## src/rtl/forward_hazard_unit_pkg.sv

```systemverilog
// Shared types for the forwarding/hazard unit: tracked-entry layout and select encoding.
// Entries are stored with a fixed-width destination field so every instance shares one type.
package forward_hazard_unit_pkg;

  localparam int RAW_MAX     = 8;
  localparam int SEL_REGFILE = 0;

  typedef struct packed {
    logic               valid;
    logic               write;
    logic               is_load;
    logic [RAW_MAX-1:0] dest;
  } entry_t;

  function automatic int sel_width(input int depth);
    return $clog2(depth + 1);
  endfunction

endpackage

```

## src/rtl/forward_hazard_unit_fwd_select.sv

```systemverilog
// Youngest-producer matcher and operand mux for one ID-stage source.
// Purely combinational; zero-cycle latency, no backpressure of its own.
module fwd_select
  import forward_hazard_unit_pkg::*;
#(
  parameter int DATA_W   = 32,
  parameter int RAW      = 5,
  parameter int DEPTH    = 3,
  parameter int ZERO_REG = 1,
  parameter int SEL_W    = 2
) (
  input  logic                    uses,
  input  logic [RAW-1:0]          addr,
  input  entry_t [DEPTH-1:0]      entries,
  input  logic [DEPTH*DATA_W-1:0] stage_data,
  input  logic [DATA_W-1:0]       rf_data,
  output logic [SEL_W-1:0]        sel,
  output logic [DATA_W-1:0]       data,
  output logic                    sel_is_load
);

  logic addr_ok;

  always_comb begin
    sel         = SEL_W'(SEL_REGFILE);
    data        = rf_data;
    sel_is_load = 1'b0;
    addr_ok     = uses && !((ZERO_REG != 0) && (addr == '0));
    // Walk oldest to youngest so the youngest match is the one left standing.
    for (int k = DEPTH; k >= 1; k--) begin
      if (addr_ok && entries[k-1].valid && entries[k-1].write &&
          entries[k-1].dest == RAW_MAX'(addr)) begin
        sel         = SEL_W'(k);
        data        = stage_data[(k-1)*DATA_W +: DATA_W];
        sel_is_load = entries[k-1].is_load;
      end
    end
  end

endmodule

```

## src/rtl/forward_hazard_unit.sv

```systemverilog
// Tracks in-flight writers over DEPTH stages, forwards both ID sources, raises load-use stall.
// Select/data/stall are combinational; a stall holds ID and lets older stages drain; Flush wins.
module forward_hazard_unit
  import forward_hazard_unit_pkg::*;
#(
  parameter  int DATA_W      = 32,
  parameter  int RAW         = 5,
  parameter  int DEPTH       = 3,
  parameter  int LOAD_READY  = 2,
  parameter  int FLUSH_DEPTH = 2,
  parameter  int ZERO_REG    = 1,
  parameter  int CNT_W       = 16,
  localparam int SEL_W       = sel_width(DEPTH)
) (
  input  logic                    Clk,
  input  logic                    Reset_n,
  input  logic                    Id_Valid,
  input  logic [RAW-1:0]          Id_RsAddr,
  input  logic [RAW-1:0]          Id_RtAddr,
  input  logic                    Id_UsesRs,
  input  logic                    Id_UsesRt,
  input  logic [RAW-1:0]          Id_DestAddr,
  input  logic                    Id_DestWrite,
  input  logic                    Id_IsLoad,
  input  logic                    Flush,
  input  logic [DEPTH*DATA_W-1:0] Stage_Data,
  input  logic [DATA_W-1:0]       RegFile_RsData,
  input  logic [DATA_W-1:0]       RegFile_RtData,
  output logic [DATA_W-1:0]       Fwd_RsData,
  output logic [DATA_W-1:0]       Fwd_RtData,
  output logic [SEL_W-1:0]        Fwd_RsSel,
  output logic [SEL_W-1:0]        Fwd_RtSel,
  output logic                    Stall,
  output logic [DEPTH-1:0]        Pipe_Valid,
  output logic [CNT_W-1:0]        Stall_Count
);

  entry_t [DEPTH-1:0] pipe_q, pipe_d;
  logic [CNT_W-1:0]   stall_cnt_q, stall_cnt_d;
  entry_t             id_entry;
  logic               rs_is_load, rt_is_load;
  logic               hazard_rs, hazard_rt;
  logic               accept;

  fwd_select #(
    .DATA_W(DATA_W), .RAW(RAW), .DEPTH(DEPTH), .ZERO_REG(ZERO_REG), .SEL_W(SEL_W)
  ) u_sel_rs (
    .uses        (Id_UsesRs),
    .addr        (Id_RsAddr),
    .entries     (pipe_q),
    .stage_data  (Stage_Data),
    .rf_data     (RegFile_RsData),
    .sel         (Fwd_RsSel),
    .data        (Fwd_RsData),
    .sel_is_load (rs_is_load)
  );

  fwd_select #(
    .DATA_W(DATA_W), .RAW(RAW), .DEPTH(DEPTH), .ZERO_REG(ZERO_REG), .SEL_W(SEL_W)
  ) u_sel_rt (
    .uses        (Id_UsesRt),
    .addr        (Id_RtAddr),
    .entries     (pipe_q),
    .stage_data  (Stage_Data),
    .rf_data     (RegFile_RtData),
    .sel         (Fwd_RtSel),
    .data        (Fwd_RtData),
    .sel_is_load (rt_is_load)
  );

  // A load is only hazardous while it sits in a stage before its result appears.
  assign hazard_rs = (Fwd_RsSel != SEL_W'(SEL_REGFILE)) && rs_is_load &&
                     (Fwd_RsSel < SEL_W'(LOAD_READY));
  assign hazard_rt = (Fwd_RtSel != SEL_W'(SEL_REGFILE)) && rt_is_load &&
                     (Fwd_RtSel < SEL_W'(LOAD_READY));
  assign Stall     = Id_Valid && (hazard_rs || hazard_rt) && !Flush;
  assign accept    = Id_Valid && !Stall && !Flush;

  always_comb begin
    id_entry         = '0;
    id_entry.valid   = 1'b1;
    id_entry.write   = Id_DestWrite;
    id_entry.is_load = Id_IsLoad;
    id_entry.dest    = RAW_MAX'(Id_DestAddr);

    pipe_d = pipe_q;
    for (int k = 1; k < DEPTH; k++) begin
      pipe_d[k] = pipe_q[k-1];
    end
    pipe_d[0] = accept ? id_entry : '0;
    if (Flush) begin
      for (int k = 0; k < FLUSH_DEPTH; k++) begin
        pipe_d[k] = '0;
      end
    end

    stall_cnt_d = stall_cnt_q;
    if (Stall && (stall_cnt_q != '1)) begin
      stall_cnt_d = stall_cnt_q + 1'b1;
    end
  end

  always_comb begin
    Pipe_Valid = '0;
    for (int k = 0; k < DEPTH; k++) begin
      Pipe_Valid[k] = pipe_q[k].valid;
    end
  end

  assign Stall_Count = stall_cnt_q;

  always_ff @(posedge Clk or negedge Reset_n) begin
    if (!Reset_n) begin
      pipe_q      <= '0;
      stall_cnt_q <= '0;
    end else begin
      pipe_q      <= pipe_d;
      stall_cnt_q <= stall_cnt_d;
    end
  end

endmodule

```

## config.mk

```make
export PLATFORM = sky130hd
export DESIGN_NAME = forward_hazard_unit
export DESIGN_NICKNAME = d
export VERILOG_FILES = /design/src/rtl/forward_hazard_unit_pkg.sv /design/src/rtl/forward_hazard_unit_fwd_select.sv /design/src/rtl/forward_hazard_unit.sv
export SDC_FILE = /design/constraint.sdc
export NUM_CORES = 1
export LEC_CHECK = 0
export ABC_AREA = 1
export CORE_MARGIN = 8
export CORE_UTILIZATION = 43
export CTS_CLUSTER_SIZE = 14
export DETAILED_ROUTE_END_ITERATION = 10
export PLACE_DENSITY = 0.95
export SYNTH_ARGS = -nofsm -noshare
export SYNTH_HDL_FRONTEND = slang
export SYNTH_SLANG_ARGS = --single-unit
```

## constraint.sdc

```tcl
create_clock -name Clk -period 3.5 [get_ports Clk]
set_input_delay 0.7 -clock Clk [delete_from_list [all_inputs] [get_ports Clk]]
set_output_delay 0.7 -clock Clk [all_outputs]
set_load 0.005 [all_outputs]
```

After elaboration in Yosys (flattened, before gate mapping) --
Index checks and enable logic that the tools add are counted.
Storage, ports and cells: bits in registers 49, bits of input ports 183, output and inout port bits 88, logic and storage cells 81
Cells by class: $add $sub $neg 1, $lt $le $gt $ge 2, equal/unequal tests 7, multiplexer cells 20, reductions and logical operators 38
Operator list (number):
- $mux W32 | 6
- $eq A8 B5 Y1 | 6
- $logic_and A1 B1 Y1 | 29
- $mux W22 | 1
- $add A16 B1 Y16 const B | 1
- $ne A16 B16 Y1 const B | 1
- $mux W2 | 6
- $mux W11 | 1
- $logic_not A5 Y1 | 2
- $mux W1 | 6
- $logic_not A1 Y1 | 4
- $lt A2 B2 Y1 const B | 2
- $reduce_bool A2 Y1 | 2
- $logic_or A1 B1 Y1 | 1

Longest topological paths before layout --
depth in word-level cells 20, mapped depth 12, gate-level depth less buffers 11

Cells and area by module --
Synthesis repeated with hierarchy kept, for this count alone.
Second synthesis, totals: cell total of the unflattened synthesis 1066, area, all modules 5910.7 µm²
Modules (own cells, without submodules):
- fwd_select | times used 2, cells an instance 424, area an instance 2050.7 µm², sequential area each 0.0 µm²
- forward_hazard_unit | times used 1, cells an instance 218, area an instance 1809.2 µm², sequential area each 1001.0 µm²

Worst setup path after synthesis --
No wires, ideal clock.
kind input port to output port, from input Id_RtAddr[3], to output Fwd_RtData[30], data arrival time 1676 ps, required time 2800 ps, path slack 1124 ps, cell stages on the path 11, buffers on the path 2, cell sequence nor2_1 > nand3_1 > nand2_1 > inv_2 > nand3_1 > buf_4 > buf_2 > nand3_1 > nand2_1 > nor2_1 > nor2_1
Between the ends: word-level cells in the longest chain between the ends 9, elaborated cells between the ends (all ways) 18, those cells by class eq/ne: 3; mux: 3; reduce/logical: 12
RTL lines:
- start, declared | RTL line forward_hazard_unit.sv:19 | input logic [RAW-1:0] Id_RtAddr,
- $logic_not A5 Y1 | RTL line forward_hazard_unit_fwd_select.sv:28 | addr_ok = uses && !((ZERO_REG != 0) && (addr == '0));
- $logic_not A1 Y1 | RTL line forward_hazard_unit_fwd_select.sv:28
- $logic_and A1 B1 Y1 | RTL line forward_hazard_unit_fwd_select.sv:28
- $logic_and A1 B1 Y1 (3 in a row) | RTL line forward_hazard_unit_fwd_select.sv:31 | if (addr_ok && entries[k-1].valid && entries[k-1].write &&
- $mux W32 (2 in a row) | RTL line forward_hazard_unit_fwd_select.sv:31
- $mux W32 (*) | RTL line forward_hazard_unit_fwd_select.sv:31
- end, declared | RTL line forward_hazard_unit.sv:30 | output logic [DATA_W-1:0] Fwd_RtData,
Every way passes the cells marked *; elsewhere a longest branch is shown, timed or not.

Final worst setup path --
from input Id_RtAddr[2], to output Fwd_RtData[8]
The elaborated chain is that of the path after synthesis.

==> flow_metrics.tcl <==
set metrics [dict create \
    finalCritPeriodShare 1.00 \
    swShare 0.242 \
    syn-num-nets 1105 \
    wirelength_um 24600 \
    start_util 0.443 \
    numCtsBuffers 5 \
    cts_root_buf "clkbuf_16" \
    die_h_um 122 \
    power_density_nw_per_um2 185 \
    die_w_um 122 \
    worstSetupStartpoint "Id_RtAddr[2]" \
    synth_top_area_cell "nand2_1" \
    crit_buf_inv 5 \
    worstHoldStart "pipe_d[31]" \
    slew_viol_final 0 \
    path_cells "dlygate4sd2_1 > inv_1 > buf_4 > nand2_1 > a21oi_1 > nand3_2 > buf_6 > nand2_1 > nor2_1 > nor2_1 > clkdlybuf4s50_1" \
    async_flop_share 1.00 \
    clockPowerShare 0.391 \
    critPathMaxStageDelay_ns 0.51 \
    ir_drop_mv 0.387 \
    htree_num_levels 2 \
    maxCapViolations 0 \
    layout.nets 1388 \
    setup_viol_count_final 0 \
    num_rows 38 \
    clk_latency_ns 0.28 \
    synthCells 921 \
    placed_area_um2 7980 \
    crit_type "in2out" \
    synth_cell_type_count 31 \
    die_area_um2 14900 \
    grt_pass1_wl_um 36400 \
    multi_input_area_um2 3450 \
    synthTopCellsByArea "nand2_1 (25%), dfrtp_1 (20%), nor2_1 (18%)" \
    synth-edff-count 0 \
    ys_ff_latch 38 \
    worst_slew_pin_slew_ns 0.485 \
    fmax_ghz 0.286 \
    finalClockSkew_ns 0.00168 \
    period_needed_ns 3.50 \
    synth.most_common_cell "nand2_1" \
    dp_hpwl_um 18800 \
    port_buffers 270 \
    grt_usage 0.303 \
    p_leak_nw 4.39 \
    pwr-share-comb 0.315 \
    max-slew-margin-rel 0.676 \
    yosys_most_used_dff "dfrtp_1" \
    layout-drive-gt1-share 0.103 \
    pwr-share-seq 0.294 \
    dp_slack_ns -0.269 \
    crit_path_top_delay_cell "clkdlybuf4s50_1" \
    via_per_inst 5.52 \
    timing.final.ws_setup_ns 0.00112 \
    netlist_area_um2 4840 \
    fin_area_um2 8350 \
    first_iter_violations 1263 \
    rr_startpoint "pipe_q[0]" \
    hold_viol 0 \
    power_mw 1.55 \
    p_sw_uw 375 \
    worst-path-max-fanout 21 \
    firstDrtPassIters 6 \
    clkSinkCount 38 \
    regArea_um2 951 \
    setup-tns-final_ns 0 \
    internal_power_mw 1.17 \
    grt-ovfl-total 0 \
    seq_area_frac_synth 0.196 \
    clk_pin_slew_ns 0.06 \
    hp-class "reg2reg" \
    place_congestion 1.05 \
    cp_data_required_time_ns 2.80 \
    cp.arrival_ns 2.80 \
    grt_pass1_vias 6746 \
    yosys_warnings 0 \
    yosys-top-cells-count "nand2_1 (324), nor2_1 (234), nand3_1 (140)" \
    boundaryPins 271 \
    cts_tree "yes" \
    wl_per_cell_um 18.2 \
    endpoint_kind "output pin" \
    ant_nets 0 \
    area_growth_pct 72.6 \
    cts.path.max_buffers 2 \
    core_area_um2 10900 \
    cp-start-kind "input port" \
    drcViolationCount 0 \
    antenna_found_initial 3 \
    syn_avg_cell_area_um2 5.25 \
    grt_max_degree 39 \
    synth_top_area_frac 0.251 \
    status "finished clean" \
    vias 7442 \
    fillers 785 \
    cp_top_family "buffers and inverters" \
    holdBufCountCts 0 \
]
-- layout by cell type (no fill, tap or decap), types with 7 or more instances in the layout --
master / n
nand3_1: 139
nand4_1: 23
dlymetal6s2s_1: 16
dfrtp_1: 38
clkdlybuf4s50_1: 244
clkbuf_2: 8
clkbuf_16: 7
buf_12: 12
nor2_2: 9
xor2_1: 10
nand2_2: 12
nand2_1: 322
nor2_1: 226
buf_4: 37
inv_2: 9
inv_1: 43
-- area by class of cell --
type                       instances  share of cell area
inverter                          54              0.0249
sequential                        38               0.114
clock inverter                     2             0.00719
antenna                            3            0.000899
multi-input combinational        776               0.413
clock buffer                       6              0.0166
timing repair buffer             329               0.402
tap                              140              0.0210
-- kinds of logic (layout without fill, tap and decap cells) --
logic type      Yosys count  in the layout  share of synthesized area
compound gates           11             11                     0.0132
xor+xnor                 13             13                     0.0235
fa+ha+maj                 1              1                    0.00258
buf+inv                 107            391                      0.104
flops                    38             38                      0.196
other cells               0              3                          0
simple gates            751            751                      0.660
-- routing by layer --
metal | vias to the layer above | global-route usage | share of wire
met3 | 92 | 0.0486 | 0.11
met5 | - | 0 | 0
met2 | 578 | 0.540 | 0.49
li1 | 3467 | - | -
met1 | 3305 | 0.361 | 0.36
met4 | 0 | 0.0998 | 0.039
-- state kept, by name, summed over array words and instances (netlist names) --
name	flops
Pipe_Valid	3
Stall_Count	16
pipe_q	13
pipe_d	6
-- metrics by stage --
| step | std cells | utilization | hold WS, ns |
|---|---|---|---|
| floorplan | 921 | - | 0.354 |
| global placement | 1332 | 0.729 | 0.360 |
| detailed placement | 1332 | 0.729 | 0.360 |
| CTS | 1340 | 0.748 | 0.373 |
| global route | 1348 | 0.764 | 0.392 |
| finish | 1348 | 0.764 | 0.373 |
-- what timing repair did --
action                                  CTS  global route
setup buffers                             0             2
pin swaps                                 1             6
resized for setup                        17            52
gates cloned                              0             3
endpoints found under the setup margin   68            65
-- final timing paths --
path | end | slack [ns] | cells past startpoint
max | Fwd_RtData[8] | 0.001 | 11
min | pipe_q[31] | 0.37 | 0
max reg2reg | Stall_Count[14] | 1.32 | 11
min reg2reg | pipe_q[31] | 0.37 | 0
max in group asynchronous | Stall_Count[9] | 2.32 | 2
min in group asynchronous | Stall_Count[7] | 0.84 | 2
-- power by group through the flow --
stage | sequential [mW] | clock [mW] | combinational (mW)
floorplan | 0.461 | 0 | 0.126
global placement | 0.462 | 0 | 0.471
detailed placement | 0.462 | 0 | 0.479
CTS | 0.455 | 0.606 | 0.481
global route | 0.455 | 0.628 | 0.524
finish | 0.455 | 0.605 | 0.488
(Power assumes the default switching activity.)
